File: src/rtl/pipe_pkg.sv
// Shared constants for the EX/MEM pipeline boundary.
// Provides bus widths, the bit position of every field inside the packed
// control and payload buses, and the occupancy state encoding used by the
// two-entry skid stage.
package pipe_pkg;

  localparam int EXMEM_CTRL_W = 4;
  localparam int EXMEM_DATA_W = 101;

  // Control bus field positions
  localparam int CTRL_JUMPLINK_BIT = 0;
  localparam int CTRL_MEMWRITE_BIT = 1;
  localparam int CTRL_MEMTOREG_BIT = 2;
  localparam int CTRL_REGWRITE_BIT = 3;

  // Payload bus field positions (LSB of each field)
  localparam int DATA_PCPLUS4_LSB   = 0;   // 32 bits
  localparam int DATA_WRITEREG_LSB  = 32;  // 5 bits
  localparam int DATA_WRITEDATA_LSB = 37;  // 32 bits
  localparam int DATA_ALUOUT_LSB    = 69;  // 32 bits

  // Occupancy encoding doubles as the occupancy output value
  typedef enum logic [1:0] {
    OCC_EMPTY = 2'd0,
    OCC_ONE   = 2'd1,
    OCC_TWO   = 2'd2
  } occ_state_e;

endpackage

File: src/rtl/pipe_slot.sv
// One storage entry of the pipeline stage: valid flag, control bits, payload.
// Ports:
//   clk, reset   - clock and synchronous active-high reset (clears everything)
//   clear        - drop the entry (valid and control cleared, payload kept)
//   load         - capture in_ctrl/in_data and mark the entry valid
//   in_ctrl/in_data - entry contents to capture
//   valid/ctrl/data - currently held entry
// clear has priority over load.
module pipe_slot
  import pipe_pkg::*;
#(
  parameter int DATA_W = EXMEM_DATA_W,
  parameter int CTRL_W = EXMEM_CTRL_W
) (
  input  logic              clk,
  input  logic              reset,
  input  logic              clear,
  input  logic              load,
  input  logic [CTRL_W-1:0] in_ctrl,
  input  logic [DATA_W-1:0] in_data,
  output logic              valid,
  output logic [CTRL_W-1:0] ctrl,
  output logic [DATA_W-1:0] data
);

  always_ff @(posedge clk) begin
    if (reset) begin
      valid <= 1'b0;
      ctrl  <= '0;
      data  <= '0;
    end else if (clear) begin
      valid <= 1'b0;
      ctrl  <= '0;
    end else if (load) begin
      valid <= 1'b1;
      ctrl  <= in_ctrl;
      data  <= in_data;
    end
  end

endmodule

File: src/rtl/pipe_stage_reg.sv
// Valid/ready pipeline register for the EX/MEM boundary.
// SKID=1: two-entry skid stage, in_ready comes straight from a register so
//         there is no combinational path from out_ready to in_ready.
// SKID=0: single-entry stall register, in_ready = !out_valid || out_ready.
// Ports:
//   clk, reset          - clock, synchronous active-high reset
//   in_valid/in_ready   - upstream handshake, in_ctrl/in_data offered entry
//   flush               - discard every held entry and any entry offered now
//   out_valid/out_ready - downstream handshake, out_ctrl/out_data head entry
//   occupancy           - number of held entries (0..2)
// out_ctrl is forced to zero when no entry is held so a bubble never
// asserts regwrite or memwrite downstream.
module pipe_stage_reg
  import pipe_pkg::*;
#(
  parameter int DATA_W = EXMEM_DATA_W,
  parameter int CTRL_W = EXMEM_CTRL_W,
  parameter int SKID   = 1
) (
  input  logic              clk,
  input  logic              reset,
  input  logic              in_valid,
  output logic              in_ready,
  input  logic [CTRL_W-1:0] in_ctrl,
  input  logic [DATA_W-1:0] in_data,
  input  logic              flush,
  output logic              out_valid,
  input  logic              out_ready,
  output logic [CTRL_W-1:0] out_ctrl,
  output logic [DATA_W-1:0] out_data,
  output logic [1:0]        occupancy
);

  if (SKID != 0) begin : g_skid
    occ_state_e        state, next_state;
    logic              ready_q;
    logic              accept, consume;
    logic              head_load, head_clear, skid_load, skid_clear;
    logic [CTRL_W-1:0] head_in_ctrl;
    logic [DATA_W-1:0] head_in_data;
    logic              head_valid, skid_valid;
    logic [CTRL_W-1:0] head_ctrl, skid_ctrl;
    logic [DATA_W-1:0] head_data, skid_data;

    assign accept  = in_valid && ready_q;
    assign consume = head_valid && out_ready;

    // State register; in_ready is registered from the next state
    always_ff @(posedge clk) begin
      if (reset) begin
        state   <= OCC_EMPTY;
        ready_q <= 1'b1;
      end else begin
        state   <= next_state;
        ready_q <= (next_state != OCC_TWO);
      end
    end

    always_comb begin
      next_state = state;
      if (flush) begin
        next_state = OCC_EMPTY;
      end else begin
        case (state)
          OCC_EMPTY: if (accept) next_state = OCC_ONE;
          OCC_ONE: begin
            if (accept && !consume)      next_state = OCC_TWO;
            else if (!accept && consume) next_state = OCC_EMPTY;
          end
          OCC_TWO:   if (consume) next_state = OCC_ONE;
          default:   next_state = OCC_EMPTY;
        endcase
      end
    end

    // Slot steering: head is always the oldest entry; the skid slot only
    // fills when the head is stalled, and is promoted when the head leaves.
    always_comb begin
      head_load    = 1'b0;
      head_clear   = 1'b0;
      skid_load    = 1'b0;
      skid_clear   = 1'b0;
      head_in_ctrl = in_ctrl;
      head_in_data = in_data;
      if (flush) begin
        head_clear = 1'b1;
        skid_clear = 1'b1;
      end else begin
        case (state)
          OCC_EMPTY: head_load = accept;
          OCC_ONE: begin
            if (consume) begin
              head_load  = accept;
              head_clear = !accept;
            end else begin
              skid_load  = accept;
            end
          end
          OCC_TWO: begin
            if (consume) begin
              head_load    = 1'b1;
              head_in_ctrl = skid_ctrl;
              head_in_data = skid_data;
              skid_clear   = 1'b1;
            end
          end
          default: begin
            head_clear = 1'b1;
            skid_clear = 1'b1;
          end
        endcase
      end
    end

    pipe_slot #(.DATA_W(DATA_W), .CTRL_W(CTRL_W)) u_head (
      .clk     (clk),
      .reset   (reset),
      .clear   (head_clear),
      .load    (head_load),
      .in_ctrl (head_in_ctrl),
      .in_data (head_in_data),
      .valid   (head_valid),
      .ctrl    (head_ctrl),
      .data    (head_data)
    );

    pipe_slot #(.DATA_W(DATA_W), .CTRL_W(CTRL_W)) u_skid (
      .clk     (clk),
      .reset   (reset),
      .clear   (skid_clear),
      .load    (skid_load),
      .in_ctrl (in_ctrl),
      .in_data (in_data),
      .valid   (skid_valid),
      .ctrl    (skid_ctrl),
      .data    (skid_data)
    );

    assign in_ready  = ready_q;
    assign out_valid = head_valid;
    assign out_ctrl  = head_valid ? head_ctrl : '0;
    assign out_data  = head_data;
    assign occupancy = state;

  end else begin : g_single
    logic              accept, consume;
    logic              slot_valid;
    logic [CTRL_W-1:0] slot_ctrl;
    logic [DATA_W-1:0] slot_data;

    assign in_ready = !slot_valid || out_ready;
    assign accept   = in_valid && in_ready;
    assign consume  = slot_valid && out_ready;

    // Accept and consume together simply overwrite the slot
    pipe_slot #(.DATA_W(DATA_W), .CTRL_W(CTRL_W)) u_slot (
      .clk     (clk),
      .reset   (reset),
      .clear   (flush || (consume && !accept)),
      .load    (accept),
      .in_ctrl (in_ctrl),
      .in_data (in_data),
      .valid   (slot_valid),
      .ctrl    (slot_ctrl),
      .data    (slot_data)
    );

    assign out_valid = slot_valid;
    assign out_ctrl  = slot_valid ? slot_ctrl : '0;
    assign out_data  = slot_data;
    assign occupancy = {1'b0, slot_valid};
  end

endmodule
File: config.mk
export PLATFORM = sky130hd
export DESIGN_NAME = pipe_stage_reg
export DESIGN_NICKNAME = d
export VERILOG_FILES = /design/src/rtl/pipe_pkg.sv /design/src/rtl/pipe_slot.sv /design/src/rtl/pipe_stage_reg.sv
export SDC_FILE = /design/constraint.sdc
export NUM_CORES = 1
export LEC_CHECK = 0
export ABC_AREA = 0
export CORE_ASPECT_RATIO = 1.1
export CORE_MARGIN = 2
export CORE_UTILIZATION = 45
export CTS_CLUSTER_SIZE = 8
export DETAILED_ROUTE_END_ITERATION = 8
export PLACE_DENSITY = 0.75
export SETUP_SLACK_MARGIN = 0.15
export SLEW_MARGIN = 15
export SYNTH_ARGS = -nofsm -noshare
export SYNTH_HDL_FRONTEND = slang
export SYNTH_SLANG_ARGS = --single-unit
File: constraint.sdc
create_clock -name clk -period 4.7 [get_ports clk]
set_clock_uncertainty 0.15 [all_clocks]
set_input_delay 0.94 -clock clk [delete_from_list [all_inputs] [get_ports clk]]
set_output_delay 0.94 -clock clk [all_outputs]
set_load 0.05 [all_outputs]
==> impl_metrics.tcl <==
set metrics [dict create \
    clockBufferDepth 3 \
    die_x_um 134 \
    antenna_cells 0 \
    worstMarginPinSlew_ns 0.889 \
    synth_top_flop_cell "dfxtp_1" \
    row_count 52 \
    remaining_drc_errors 0 \
    place_congestion 0.792 \
    die_y_um 147 \
    clkTransAtPathRegs_ns 0.05 \
    ctsHoldBuffers 0 \
    fmax_mhz 319 \
    port_buffers 218 \
    maxCapViolations 0 \
    cp_max_fo 9 \
    area_growth_pct 34.3 \
    synth-seq-cells 214 \
    nFillCells 1642 \
    wire_per_inst_um 14.8 \
    drive_gt1_frac 0.0404 \
    crit_type "reg -> out" \
    synth_edf_count 0 \
    cts_root_buffer "clkbuf_16" \
    clk_latency_ns 0.52 \
    postRouteAntennaNets 0 \
    track_usage 0.213 \
    grt_pass1_vias 7055 \
    p_total_mw 4.47 \
    fp.dieArea_um2 19800 \
    synthesis.nets 1182 \
    yosys_warnings 0 \
    finalHoldViolCount 0 \
    p_leak_nw 3.97 \
    vias 7747 \
    dp.final_hpwl_um 13300 \
    critPathLaunchType "flip-flop" \
    tns_ns 0 \
    start_util 0.459 \
    period_share 0.668 \
    drt_iter0_drc 517 \
    synth_area_um2 8420 \
    cellPowerDensity_nw_per_um2 395 \
    crit_path_end_kind "output port" \
    slew_headroom 0.407 \
    status "finished, final reports clean" \
    crit_slowest_cell "clkdlybuf4s50_1" \
    grt_max_degree 133 \
    vdd_ir_drop_max_v 0.000288 \
    syn_avg_cell_area_um2 7.86 \
    core_area_um2 18300 \
    final_common_cell "nand2_1" \
    final_max_slew_viol_count 0 \
    final.min_clock_period_ns 3.14 \
    worstPathCellList "and2_1, clkdlybuf4s50_1" \
    post_cts_resized 0 \
    cts_tree "built" \
    nets 1349 \
    rsz0062_at_grt "false" \
    grt-ovfl-total 0 \
    htreeDepth 1 \
    cpPeakStageDelay_ns 0.85 \
    final_cell_mix "nand2_1, clkdlybuf4s50_1, dfxtp_1" \
    syn_inst 1072 \
    antenna_found_initial 0 \
    ys_seq_area_frac 0.509 \
    hold_path_class "reg -> reg" \
    setup_viol 0 \
    via_per_inst 5.23 \
    cp.required_ns 3.61 \
    ios 219 \
    drt_first_pass_iters 5 \
    cts_sinks 214 \
    synth.distinct_cells 22 \
    wl_um 21900 \
    cts_buffers 30 \
    critical_path_arrival_ns 2.05 \
    async_reset_ff_frac 0 \
    post_cts_buffers 0 \
    grt_pass1_wl_um 35300 \
]
==> sequential cells by signal, summed over array words and instances (netlist names) <==
signal and flops:
g_skid.u_head.ctrl 4, g_skid.u_head.data 101, g_skid.u_head.valid 1, g_skid.u_skid.ctrl 4
g_skid.u_skid.data 101, in_ready 1, occupancy 2
==> synthesized netlist by cell type (2+ instances only) <==
library cell | count | area (µm²)
a21oi_1 | 106 | 531
a311oi_1 | 105 | 920
and2_1 | 6 | 37.5
buf_2 | 34 | 170
buf_6 | 16 | 180
clkbuf_1 | 44 | 165
dfxtp_1 | 214 | 4280
nand2_1 | 422 | 1580
nor2_1 | 109 | 409
o21ai_0 | 3 | 15.0
or2_1 | 2 | 12.5
==> cell type report <==
cell class                      count  area, µm²  area share
Timing Repair Buffer              229       2290       0.203
Inverter                            1       3.75    0.000332
Clock buffer                       32        790      0.0698
Sequential cell                   214       4280       0.379
Tap cell                          243        304      0.0269
Multi-Input combinational cell    763       3640       0.322
==> layer usage <==
metal,track usage,part of all wire,vias up
li1,-,-,3915
met1,0.274,0.42,3572
met2,0.357,0.49,214
met3,0.0370,0.056,46
met4,0.0816,0.033,0
met5,0,0,-
==> critical path: cells and delay by family (launching register included) <==
| kind | cells | cell delay (ns) |
|---|---|---|
| buf+inv | 1 | 0.85 |
| simple gates | 1 | 0.18 |
| flops | 1 | 0.51 |
==> kinds of logic (layout without fill, tap and decap cells) <==
family / count (synthesis) / after routing / share of synthesized area
buffers and inverters: 95 / 262 / 0.0617
AND/OR/NAND/NOR: 545 / 545 / 0.250
XOR/XNOR: 1 / 1 / 0.00104
AO/OA/AOI/OAI: 216 / 216 / 0.177
multiplexers: 1 / 1 / 0.00119
flip-flops: 214 / 214 / 0.509
==> through the flow <==
stage               hold WS (ns)  cells  setup slack (ns)  area [µm²]  utilization
CTS                        0.303   1482              1.56       11300        0.617
global placement           0.291   1450              1.24       10500        0.574
detailed placement         0.297   1450              1.18       10500        0.574
finish                     0.301   1482              1.56       11300        0.617
global route               0.316   1482              1.48       11300        0.617
floorplan                  0.287   1072              2.26        8420            -
==> final timing paths <==
| path | to | depth (start not counted) | slack (ns) | start |
|---|---|---|---|---|
| max | out_ctrl[3] | 2 | 1.56 | g_skid.u_head.valid |
| min reg2reg | g_skid.u_skid.data[33] | 2 | 0.30 | g_skid.u_skid.data[33] |
| min | g_skid.u_skid.data[33] | 2 | 0.30 | g_skid.u_skid.data[33] |
| max reg2reg | g_skid.u_skid.data[69] | 5 | 2.21 | occupancy[0] |
==> report_power, final <==
part / switching (mW) / leakage (nW) / internal, mW / total, mW
Sequential: 0.0455 / 1.74 / 1.90 / 1.94
Clock: 0.693 / 0.389 / 1.15 / 1.85
Combinational: 0.419 / 1.83 / 0.258 / 0.677
Total: 1.16 / 3.97 / 3.31 / 4.47
Power figures use the tool's default switching activity.
==> patch 1, RTL diff (config.mk and constraints unchanged) <==
Change the package constant `EXMEM_CTRL_W` from 4 to 5.
--- a/src/rtl/pipe_pkg.sv
+++ b/src/rtl/pipe_pkg.sv
@@ -5,5 +5,5 @@
 package pipe_pkg;
 
-  localparam int EXMEM_CTRL_W = 4;
+  localparam int EXMEM_CTRL_W = 5;
   localparam int EXMEM_DATA_W = 101;
 
Interface: changed (resized in_ctrl and out_ctrl); port bits go from 219 to 221. No check against the original RTL was run, so the function may have changed too.
==> patch 1 against the original RTL <==
Count of clock-buffer cells in the layout fell by 1. Clock power barely moved. Synthesized cell count rose by 0.93%. Worst hold slack got worse by 0.00064 ns. Cell area rose by 0.82%. Sequential share of layout area barely moved. Combinational power rose by 0.6%. Power rose by 0.51%. Area after synthesis barely moved. Worst setup slack got worse by 0.044 ns. Sequential cell count rose by 2. Routed wire length rose by 2.4%. First-iteration DRC count rose by 6.8%. Critical path type unchanged. Largest cell class unchanged. Largest power group unchanged.
==> patch 1: results <==
set metrics [dict create \
    status "completed" \
    final_wl_um 22400 \
    global_route.usage.total_pct 21.6 \
    first_pass_grt_wire_length_um 35500 \
    post_drt_via_cell_ratio 5.24 \
    wl_met2_um 10900 \
    power.ir.vdd_worst_uv 268 \
    cts_post_setup_buffers_inserted 0 \
    drive_above_1_share_pct 3.84 \
    detailedRoute.firstIterationViolations 552 \
    maximum_buffer_depth_of_the_clock_tree 3 \
    cpLargestDelayFamily "buffers and inverters" \
    firstDrtPassIters 5 \
    yosys-top-cells-count "426 x sky130_fd_sc_hd__nand2_1, 216 x sky130_fd_sc_hd__dfxtp_1, 110 x sky130_fd_sc_hd__nor2_1" \
    synth_sequential_area_ratio_pct 51.3 \
    synth_nets 1193 \
    numCtsBuffers 30 \
    ys_dominant_reg_cell "sky130_fd_sc_hd__dfxtp_1" \
    top_layer_used "met4" \
    critPathMaxStageDelay_ns 0.81 \
    worst-r2r-setup-slack_ns 2.10 \
    met2_usage_pct 36.9 \
    clk_latency_ns 0.53 \
    synth_cell_types 25 \
    place_hpwl_um 13600 \
    clock.fmax_ghz 0.314 \
    final_estimated_routing_congestion_in_global_placement 0.783 \
    synth.top_cells.by_area "sky130_fd_sc_hd__dfxtp_1 51%, sky130_fd_sc_hd__nand2_1 19%, sky130_fd_sc_hd__a311oi_1 11%" \
    detail_route.wirelength.met1_um 9410 \
    grt_start_max_net_pins 124 \
    post_cts.resized_instances 0 \
    power_leakage_nw 3.99 \
    worst_ep_arrival_time_ns 2.09 \
    finalHoldWorstSlack_ns 0.301 \
    grt.met1_usage_pct 27.1 \
    critical_path_maximum_fanout 10 \
    synth_enable_flop_cells 0 \
    num-nets-final 1361 \
    grt_pass1_vias 7097 \
    htreeDepth 1 \
    detailroute.wirelength.met3_um 1420 \
    cts.clk_slew.worst_paths_ns 0.05 \
    totalNegativeSetupSlack_ns 0 \
    cp_slowest_cell "sky130_fd_sc_hd__clkdlybuf4s50_1" \
    reg.largest.list "g_skid.u_head.data (101), g_skid.u_skid.data (101)" \
    io_port_bufs 220 \
    use_met3_pct 4.22 \
    synth_async_sr_flop_share_pct 0 \
    antenna_found_initial 1 \
    worstMarginPinSlew_ns 1.01 \
    synth.yosys.warnings 0 \
    min_path_type "reg2reg" \
    place_ws_ns 1.08 \
    cts-root-buf "sky130_fd_sc_hd__clkbuf_16" \
]
-- patch 1: path summary, 6_finish.rpt --
path	startpoint	to	depth (start not counted)
max	g_skid.u_head.valid	out_ctrl[4]	2
min	g_skid.u_skid.data[65]	g_skid.u_skid.data[65]	2
max reg2reg	g_skid.u_head.valid	g_skid.u_skid.data[80]	5
min reg2reg	g_skid.u_skid.data[65]	g_skid.u_skid.data[65]	2
-- patch 1: kinds of logic (layout without fill, tap and decap cells) --
kind of cell / Yosys count / in the layout / synth area share, %
buffers and inverters: 95 / 262 / 5.26
DFF: 216 / 216 / 51.3
muxes: 1 / 1 / 0.119
other: 0 / 1 / 0
and+or+nand+nor: 551 / 551 / 25.3
AOI/OAI and AO/OA: 218 / 218 / 17.9
xor gates and xnor gates: 1 / 1 / 0.104
-- patch 1: where the power goes --
group          switching [W]  internal (W)  total (W)
sequential         0.0000455       0.00192    0.00196
clock               0.000712       0.00114    0.00185
combinational       0.000421      0.000260   0.000681
total                0.00118       0.00331    0.00449
-- patch 1: layout make-up --
type,count,area (um^2)
diodes,1,2.50
fillers,1633,6940
repair buffers,230,2320
well taps,243,304
flip-flops and latches,216,4320
clock buffers,31,776
inverters,1,3.75
multi-input cells,771,3680
-- patch 1: through the flow --
| step | total power [W] | util (%) | std cells | instance area, um^2 |
|---|---|---|---|---|
| after global routing | 0.00466 | 62.2 | 1493 | 11400 |
| after global placement | 0.00267 | 57.9 | 1461 | 10600 |
| after CTS | 0.00453 | 62.1 | 1492 | 11400 |
| after floorplan | 0.00240 | - | 1082 | 8420 |
| after detailed placement | 0.00268 | 57.9 | 1461 | 10600 |
| final | 0.00449 | 62.2 | 1493 | 11400 |
==> patch 2, RTL diff (config.mk and constraints unchanged) <==
Without the edit above. Reset style: asynchronous (`reset`), changed in 2 clocked blocks. Comments in the files are not updated.
--- a/src/rtl/pipe_slot.sv
+++ b/src/rtl/pipe_slot.sv
@@ -24,5 +24,5 @@
 );
 
-  always_ff @(posedge clk) begin
+  always_ff @(posedge clk or posedge reset) begin
     if (reset) begin
       valid <= 1'b0;
--- a/src/rtl/pipe_stage_reg.sv
+++ b/src/rtl/pipe_stage_reg.sv
@@ -47,5 +47,5 @@
 
     // State register; in_ready is registered from the next state
-    always_ff @(posedge clk) begin
+    always_ff @(posedge clk or posedge reset) begin
       if (reset) begin
         state   <= OCC_EMPTY;
Function: differs if reset is asserted again (counterexample within 4 cycles, from zero or initial values and one cycle with reset high); with reset held inactive, the same outputs for 4 cycles.
==> patch 2 against the original RTL <==
Routed wire length increased by 4.6%. Critical path type unchanged. Area after synthesis increased by 7.5%. Sequential cell count unchanged. Register-to-register slack got worse by 0.26 ns. Worst setup slack got worse by 0.10 ns. Cell area increased by 8.1%. Critical path depth unchanged. Utilization increased by 0.089 points. Die area increased by 7.3%.
Power is not compared: it rests on default switching activity, and its combinational part moved more than twofold at a synthesized area within 25%.
==> patch 2: results <==
set metrics [dict create \
    max_slew_margin_pct 36.2 \
    synth.top_cells.by_area "sky130_fd_sc_hd__dfrtp_1 59%, sky130_fd_sc_hd__o22a_1 20%, sky130_fd_sc_hd__mux2_4 7.6%" \
    htreeDepth 1 \
    final_estimated_routing_congestion_in_global_placement 0.765 \
    global_route.usage.total_pct 21.3 \
    cts_post_setup_buffers_inserted 0 \
    seqAreaFraction_pct 43.8 \
    final_critical_path_share_of_the_clock_period_pct 69.0 \
    cp-endpoint "out_ctrl[2]" \
    maximum_buffer_depth_of_the_clock_tree 3 \
    multiInputCombCellCount 351 \
    firstDrtPassIters 5 \
    clock_tree_area_fraction_pct 6.83 \
    post_cts.resized_instances 0 \
    status "completed" \
    first_pass_grt_wire_length_um 37400 \
    cp_slowest_cell "sky130_fd_sc_hd__clkdlybuf4s50_1" \
    synth.yosys.warnings 0 \
    wl_per_cell_um 21.0 \
    yosys-top-cells-count "213 x sky130_fd_sc_hd__dfrtp_1, 202 x sky130_fd_sc_hd__o22a_1, 55 x sky130_fd_sc_hd__mux2_2" \
    cp-startpoint "g_skid.u_head.valid" \
    ys_dominant_reg_cell "sky130_fd_sc_hd__dfrtp_1" \
    num-nonclk-inverters 3 \
    numCtsBuffers 30 \
    layout.clock_buffers 44 \
    worst_ep_arrival_time_ns 2.15 \
    critPathMaxStageDelay_ns 0.82 \
    synth_nets 736 \
    vias 6366 \
    place_hpwl_um 14400 \
    grt_start_max_net_pins 181 \
    critical_path_maximum_fanout 13 \
    signal_buffers 229 \
    cts-root-buf "sky130_fd_sc_hd__clkbuf_16" \
    synth_async_sr_flop_share_pct 100 \
    detailedRoute.firstIterationViolations 328 \
    multi_input_area_share_pct 27.9 \
    worst-r2r-setup-slack_ns 1.95 \
    antenna_found_initial 0 \
    min_path_cells 1 \
    launch_point_of_the_worst_reg_to_reg_path "occupancy[1]" \
    cpLargestDelayFamily "buffers and inverters" \
    synth_sequential_area_ratio_pct 59.2 \
    fillCellCount 1460 \
    drive_above_1_share_pct 18.1 \
    power.ir.vdd_worst_uv 467 \
    worst_hold_startpoint "g_skid.u_head.data[31]" \
    place_ws_ns 1.21 \
    reg.largest.list "g_skid.u_head.data (101), g_skid.u_skid.data (101)" \
    clk_latency_ns 0.52 \
    r2r-end "g_skid.u_head.data[33]" \
    power_leakage_nw 4.85 \
    postSynthRegisterBits 214 \
    cts.clk_slew.worst_paths_ns 0.05 \
    area_share_of_buffers_outside_the_clock_network_pct 18.7 \
    synth_cell_types 28 \
    num-nets-final 939 \
    min_path_type "reg2reg" \
    grt_pass1_vias 6986 \
    worst_case_hold_path_end_point "g_skid.u_head.data[31]" \
]
patch 2: changes by cell type after synthesis, moves of 104 or more:
cell / change
sky130_fd_sc_hd__a311oi_1: -104
sky130_fd_sc_hd__dfrtp_1: +213
sky130_fd_sc_hd__dfxtp_1: -214
sky130_fd_sc_hd__nand2_1: -420
sky130_fd_sc_hd__nor2_1: -106
sky130_fd_sc_hd__o22a_1: +202
patch 2: through the flow:
| stage | total power [W] | instances | cell area (um^2) | hold slack (ns) |
|---|---|---|---|---|
| detailed placement | 0.00583 | 1049 | 11400 | 0.346 |
| global route | 0.00809 | 1093 | 12200 | 0.375 |
| floorplan | 0.00488 | 626 | 9050 | 0.324 |
| global placement | 0.00572 | 1049 | 11400 | 0.339 |
| finish | 0.00772 | 1093 | 12200 | 0.353 |
| CTS | 0.00779 | 1093 | 12200 | 0.357 |
patch 2: per-layer routing:
layer  share of wire (%)  vias to the layer above  GRT usage [%]
met2                  49                      206           36.2
met3                 6.5                       41           4.93
li1                    -                     2814              -
met1                  42                     3305           27.7
met4                 2.2                        0           5.72
met5                   0                        -              0
patch 2: logic make-up (layout without fill, tap and decap cells):
| kind of cell | count (synthesis) | count (layout) | share of synthesized area [%] |
|---|---|---|---|
| AO/OA/AOI/OAI | 230 | 230 | 21.5 |
| flip-flops | 214 | 214 | 59.2 |
| multiplexers | 101 | 101 | 14.5 |
| buffers and inverters | 61 | 276 | 3.53 |
| AND/OR/NAND/NOR | 19 | 19 | 1.18 |
| XOR/XNOR | 1 | 1 | 0.0968 |
patch 2: where the power goes:
group / total, W / internal (W) / switching [W]
Clock: 0.00192 / 0.00120 / 0.000724
Sequential: 0.00300 / 0.00256 / 0.000441
Combinational: 0.00280 / 0.00129 / 0.00151
Total: 0.00772 / 0.00505 / 0.00267
